**config.mk**
```make
export PLATFORM = sky130hd
export DESIGN_NAME = seq_pattern_detector
export DESIGN_NICKNAME = d
export VERILOG_FILES = /design/src/rtl/seq_det_pkg.sv /design/src/rtl/seq_det_next_state.sv /design/src/rtl/seq_pattern_detector.sv
export SDC_FILE = /design/constraint.sdc
export NUM_CORES = 1
export LEC_CHECK = 0
export ABC_AREA = 1
export ABC_CLOCK_PERIOD_IN_PS = 950
export CAP_MARGIN = 10
export CORE_AREA = 10 10 47 49
export DETAILED_ROUTE_END_ITERATION = 12
export DIE_AREA = 0 0 57 59
export HOLD_SLACK_MARGIN = 0.02
export PLACE_DENSITY = 0.36
export SLEW_MARGIN = 15
export SYNTH_ARGS = -nofsm -noshare
export SYNTH_HDL_FRONTEND = slang
export SYNTH_SLANG_ARGS = --single-unit
```
**constraint.sdc**
```tcl
create_clock -name clk -period 0.95 [get_ports clk]
set_input_delay 0.19 -clock clk [delete_from_list [all_inputs] [get_ports clk]]
set_output_delay 0.19 -clock clk [all_outputs]
set_load 0.02 [all_outputs]
```
**src/rtl/seq_det_pkg.sv**
```systemverilog
// Shared constants and the elaboration-time prefix-match function for the
// serial pattern detector.
//   SEQ_DET_MAX_LEN  : longest supported pattern
//   STATE_W          : width of the prefix-length state (0..SEQ_DET_MAX_LEN)
//   SEQ_DET_MOORE/MEALY : values for the MOORE parameter
package seq_det_pkg;

   localparam int unsigned SEQ_DET_MAX_LEN = 16;
   localparam int unsigned STATE_W         = 5;
   localparam int unsigned SEQ_DET_MOORE   = 1;
   localparam int unsigned SEQ_DET_MEALY   = 0;

   // Longest k <= len such that the first k pattern bits equal the last k bits
   // of (first s pattern bits followed by b). Pattern bit len-1 is received first.
   function automatic logic [STATE_W-1:0] prefix_match_len(
      input logic [SEQ_DET_MAX_LEN-1:0] pat,
      input int unsigned                len,
      input int unsigned                s,
      input logic                       b
   );
      logic [SEQ_DET_MAX_LEN:0] hist;
      int unsigned              best;
      logic                     ok;
      hist = '0;
      best = 0;
      // hist[i] is the i-th bit of the accepted history, oldest first
      for (int unsigned i = 0; i < SEQ_DET_MAX_LEN; i++) begin
         if (i < s) hist[5'(i)] = pat[4'(len - 1 - i)];
      end
      hist[5'(s)] = b;
      // Ascending search so the last hit is the longest match
      for (int unsigned k = 1; k <= SEQ_DET_MAX_LEN; k++) begin
         if (k <= len && k <= s + 1) begin
            ok = 1'b1;
            for (int unsigned j = 0; j < SEQ_DET_MAX_LEN; j++) begin
               if (j < k) begin
                  if (pat[4'(len - 1 - j)] != hist[5'(s + 1 - k + j)]) ok = 1'b0;
               end
            end
            if (ok) best = k;
         end
      end
      return STATE_W'(best);
   endfunction

endpackage

```
**src/rtl/seq_det_next_state.sv**
```systemverilog
// Combinational next-state lookup d(s,b) for the prefix-length detector.
// The full table is folded to constants at elaboration.
//   s_i   : current prefix length
//   b_i   : incoming serial bit
//   nxt_c : next prefix length (combinational)
module seq_det_next_state
   import seq_det_pkg::*;
#(
   parameter int unsigned PATTERN_LEN = 3,
   parameter logic [SEQ_DET_MAX_LEN-1:0] PATTERN = 16'b011,
   parameter int unsigned OVERLAP     = 1
) (
   input  logic [STATE_W-1:0] s_i,
   input  logic               b_i,
   output logic [STATE_W-1:0] nxt_c
);

   localparam int unsigned TBL_DEPTH = 2 ** (STATE_W + 1);

   logic [STATE_W-1:0] tbl [TBL_DEPTH];

   // Entry {s,b}; unreachable states fall back to the empty prefix
   for (genvar gs = 0; gs < 2 ** STATE_W; gs++) begin : g_s
      for (genvar gb = 0; gb < 2; gb++) begin : g_b
         if (gs <= PATTERN_LEN) begin : g_live
            // Without overlap a full match restarts from an empty history
            localparam int unsigned SRC =
               (OVERLAP == 0 && gs == PATTERN_LEN) ? 0 : gs;
            localparam logic [STATE_W-1:0] NXT =
               prefix_match_len(PATTERN, PATTERN_LEN, SRC, 1'(gb));
            assign tbl[gs*2 + gb] = NXT;
         end else begin : g_dead
            assign tbl[gs*2 + gb] = '0;
         end
      end
   end

   assign nxt_c = tbl[{s_i, b_i}];

endmodule

```
**src/rtl/seq_pattern_detector.sv**
```systemverilog
// Parametrised serial bit-pattern detector (prefix-length / KMP state machine).
// Optional match counter enabled by macro SEQ_DET_COUNT_EN.
//   clk, rst    : clock, asynchronous active-high reset
//   clear       : synchronous clear of state and counter (beats x_valid)
//   x_valid, x  : qualified serial input bit
//   y           : match indication (registered Moore or combinational Mealy)
//   state_dbg   : current prefix length 0..PATTERN_LEN
//   match_count : saturating match count (SEQ_DET_COUNT_EN only)
module seq_pattern_detector
   import seq_det_pkg::*;
#(
   parameter int unsigned PATTERN_LEN = 3,
   parameter logic [SEQ_DET_MAX_LEN-1:0] PATTERN = 16'b011,
   parameter int unsigned MOORE       = SEQ_DET_MOORE,
   parameter int unsigned OVERLAP     = 1,
   parameter int unsigned COUNT_W     = 8
) (
   input  logic               clk,
   input  logic               rst,
   input  logic               clear,
   input  logic               x_valid,
   input  logic               x,
   output logic               y,
   output logic [STATE_W-1:0] state_dbg
`ifdef SEQ_DET_COUNT_EN
   ,
   output logic [COUNT_W-1:0] match_count
`endif
);

   if (PATTERN_LEN < 1 || PATTERN_LEN > SEQ_DET_MAX_LEN) begin : g_bad_len
      $error("seq_pattern_detector: PATTERN_LEN must be within 1..16");
   end

   localparam logic [STATE_W-1:0] FULL = STATE_W'(PATTERN_LEN);

   logic [STATE_W-1:0] state_q, state_d;
   logic [STATE_W-1:0] nxt_c;
   logic               match_c;

   seq_det_next_state #(
      .PATTERN_LEN (PATTERN_LEN),
      .PATTERN     (PATTERN),
      .OVERLAP     (OVERLAP)
   ) u_next (
      .s_i   (state_q),
      .b_i   (x),
      .nxt_c (nxt_c)
   );

   assign match_c = x_valid & ~clear & (nxt_c == FULL);

   // Next state: clear wins, invalid bits leave the history untouched
   always_comb begin
      state_d = state_q;
      if (clear)        state_d = '0;
      else if (x_valid) state_d = nxt_c;
   end

   always_ff @(posedge clk or posedge rst) begin
      if (rst) state_q <= '0;
      else     state_q <= state_d;
   end

   assign state_dbg = state_q;

   if (MOORE == SEQ_DET_MOORE) begin : g_moore
      logic y_q, y_d;
      // Tracks state==FULL; holds across gaps in x_valid
      always_comb begin
         y_d = y_q;
         if (clear | x_valid) y_d = match_c;
      end
      always_ff @(posedge clk or posedge rst) begin
         if (rst) y_q <= 1'b0;
         else     y_q <= y_d;
      end
      assign y = y_q;
   end else begin : g_mealy
      assign y = match_c;
   end

`ifdef SEQ_DET_COUNT_EN
   logic [COUNT_W-1:0] count_q, count_d;

   // Saturating counter of match events
   always_comb begin
      count_d = count_q;
      if (clear) count_d = '0;
      else if (match_c && (count_q != {COUNT_W{1'b1}})) count_d = count_q + COUNT_W'(1);
   end

   always_ff @(posedge clk or posedge rst) begin
      if (rst) count_q <= '0;
      else     count_q <= count_d;
   end

   assign match_count = count_q;
`endif

endmodule

```
==> results of run 1 <==
-- worst paths after layout --
path	cells past startpoint	slack [ns]	end	startpoint
worst max-delay path	1	-0.006	state_dbg[1]	state_dbg[1]$_DFFE_PP0P_
min in group clk	2	0.51	y$_DFFE_PP0P_	y$_DFFE_PP0P_
worst min-delay path	2	0.12	state_dbg[1]$_DFFE_PP0P_	rst
max in group asynchronous	2	0.69	y$_DFFE_PP0P_	rst
worst min register to register	2	0.51	y$_DFFE_PP0P_	y$_DFFE_PP0P_
worst max register to register	5	0.07	state_dbg[1]$_DFFE_PP0P_	state_dbg[1]$_DFFE_PP0P_
-- power breakdown --
part | total [mW] | switching [mW] | internal (mW)
clock | 0.228 | 0.0700 | 0.158
combinational | 0.0803 | 0.0441 | 0.0362
sequential | 0.136 | 0.00344 | 0.133
-- per-stage QoR --
stage / hold WS [ns] / cell area [um2]
detailed placement: 0.3679 / 282.8
CTS: 0.1204 / 300.3
finish: 0.1169 / 312.8
global placement: 0.3769 / 282.8
global route: 0.1295 / 312.8
floorplan: -0.05636 / 200.2
-- synthesized netlist by cell type --
cell	number	share of area, %
nor2_1	1	1.9
o21ai_1	2	5.2
dfrtp_1	3	39
inv_1	4	7.8
nor2_4	1	5.8
nand3_1	2	5.2
inv_2	1	1.9
conb_1	1	1.9
buf_4	3	12
nand2_1	10	19
-- cell type report --
type / count / area share [%]
clock buffers: 4 / 8.400
flip-flops and latches: 3 / 24.00
repair buffers: 9 / 28.40
inverters: 5 / 6.000
multi-input cells: 19 / 26.80
well taps: 16 / 6.400
-- registers in the layout, summed over array words and instances (netlist names) --
name	cells
state_dbg	2
y	1
-- repair_timing --
| action | CTS | global route |
|---|---|---|
| resized for setup | 14 | 5 |
| pin swaps | 0 | 0 |
| endpoints found under the setup margin | 3 | 4 |
| buffers inserted | 0 | 0 |
-- metal layers --
metal | global-route usage, % | share of wire, % | up-vias
li1 | - | - | 100
met1 | 2.834 | 43 | 82
met2 | 5.581 | 49 | 10
met3 | 3.219 | 8.0 | 0
met4 | 1.007 | 0 | 0
met5 | 0 | 0 | -
-- cells by family after synthesis --
logic type	synth area share [%]
flip-flops	38.96
AND/OR/NAND/NOR	32.47
AO/OA/AOI/OAI	5.195
other	1.946
buffers and inverters	21.42
==> results.md, run 1 <==
- Critical path required time: approximately 0.76 ns
- Tot Pwr: 0.4443 mW
- Unrepaired setup endpoints after global routing: yes
- Row count: 14
- Clk slew on worst S/H paths: 0.04 ns
- Crit path DAT: 0.77 ns
- Commonest non-fill, non-tap cell in the layout: nand2_1
- Pwr/cell area: 1420 nW/um2
- Post-Syn Area: roughly 190 um2
- Crit. End Element: primary output
- DPL Wire Length: a little over 400 um
- Reported max-cap violation count: 0
- Violated checks: setup timing
- Via count: roughly 190
- DRT Pass-1 Iters: 4
- Dpl ws: -0.1911 ns
- CP Class: register to primary output
- Synthesized flop and latch total: 3
- Status: complete, but fails checks
- Syn Area/Cell: between 6 and 7 um2
- Placed cells: between 50 and 60
- Tmin final: approximately 0.96 ns
- Reg area: roughly 75 um2
- Buf/Inv on CP: 1
- Ratio of cells with drive above 1 in the final layout: between 20% and 30%
- Setup_tns: -0.006203 ns
- # fillers: 171
- Final setup margin: -0.006203 ns
- Most frequent cells in the layout: 10 x nand2_1, 4 x clkdlybuf4s50_1
- Core ar.: between 1000 and 1500 um2
- GRT overflow: 0
- Via density: around 3.4
- Total CTS buffers: 3
- Final-stage net count: 46
- Starting Density: 13.75%
- Total GRT Usage: roughly 3.4%
- Post-route insts no fill: 56
- Die Area: around 3400 um2
- Crit-path leading delay family: flip-flops
- Final Max Slew Viols: 0
- Clock root cell: clkbuf_4
- Die width: about 57 um
- P_leak: approximately 0.16 nW
- Area of the multi-input gates: approximately 84 um2
- Die H: 59 um
- Synth-to-Final Area Change: 62.34%
- Distinct cells, synth: 10
- PortBufs: 7
- Endpoints failing hold: 0
- Vias in the first global route: about 210
- DRT antenna net count: 0
- Hold Crit Class: input port to asynchronous set/reset pin
- CP Cell Sequence: buf_6
- GPL Wtd Cong: 0.7411
- IO Pins: 11
- Clock Skews: 0.007016 ns
- Seq/Total Area, Yosys: ~39%
- Slowest cell delay on critical path: a little under 0.4 ns
- Ant diodes: 0
- # setup viols final: 1
- First-pass GRT wire length: around 830 um
- CTS tree: done
- Crit share post-route: 100.7%
- FMAX: roughly 1000 MHz
- Maximum VDD drop: slightly below 0.7 mV
- Iter 0 DRT Violations: 2
- Hold Buf Count CTS: 0
- Routed WL per cell: a little over 9 um
- Gate Count Post-Synth: 28
- Bufs on Longest Clock Path: 2
- Routed Wire Length: 515 um
- Clock sinks: 3
- Largest net degree at the start of global routing: 5
- Htree depth: 1
- DRC errors left: 0
- Clock Latency Late Sink: between 0.2 and 0.25 ns
- Fin util: ~22%
- Worst-path cell with the longest stage delay: dfrtp_1
- Largest fanout on the critical path: 2
- Ys Warns: 0
- Startpoint types: register
- Initial antenna violation count: 0
Power figures use the tool's default switching activity.
==> inputs of run 2 (changes only) <==
Settings changed: CTS_CLUSTER_DIAMETER set to 150, SKIP_CTS_REPAIR_TIMING set to 1.
==> results of run 2 <==
No change in the layout: final DEF, timing and power equal those of run 1.
Among the figures that moved: wire length of the first global-routing pass 834 um -> 841 um; via count of the first global-routing pass 212 -> 217; met1 usage 2.834% -> 2.715%; met3 usage 3.219% -> 3.433%
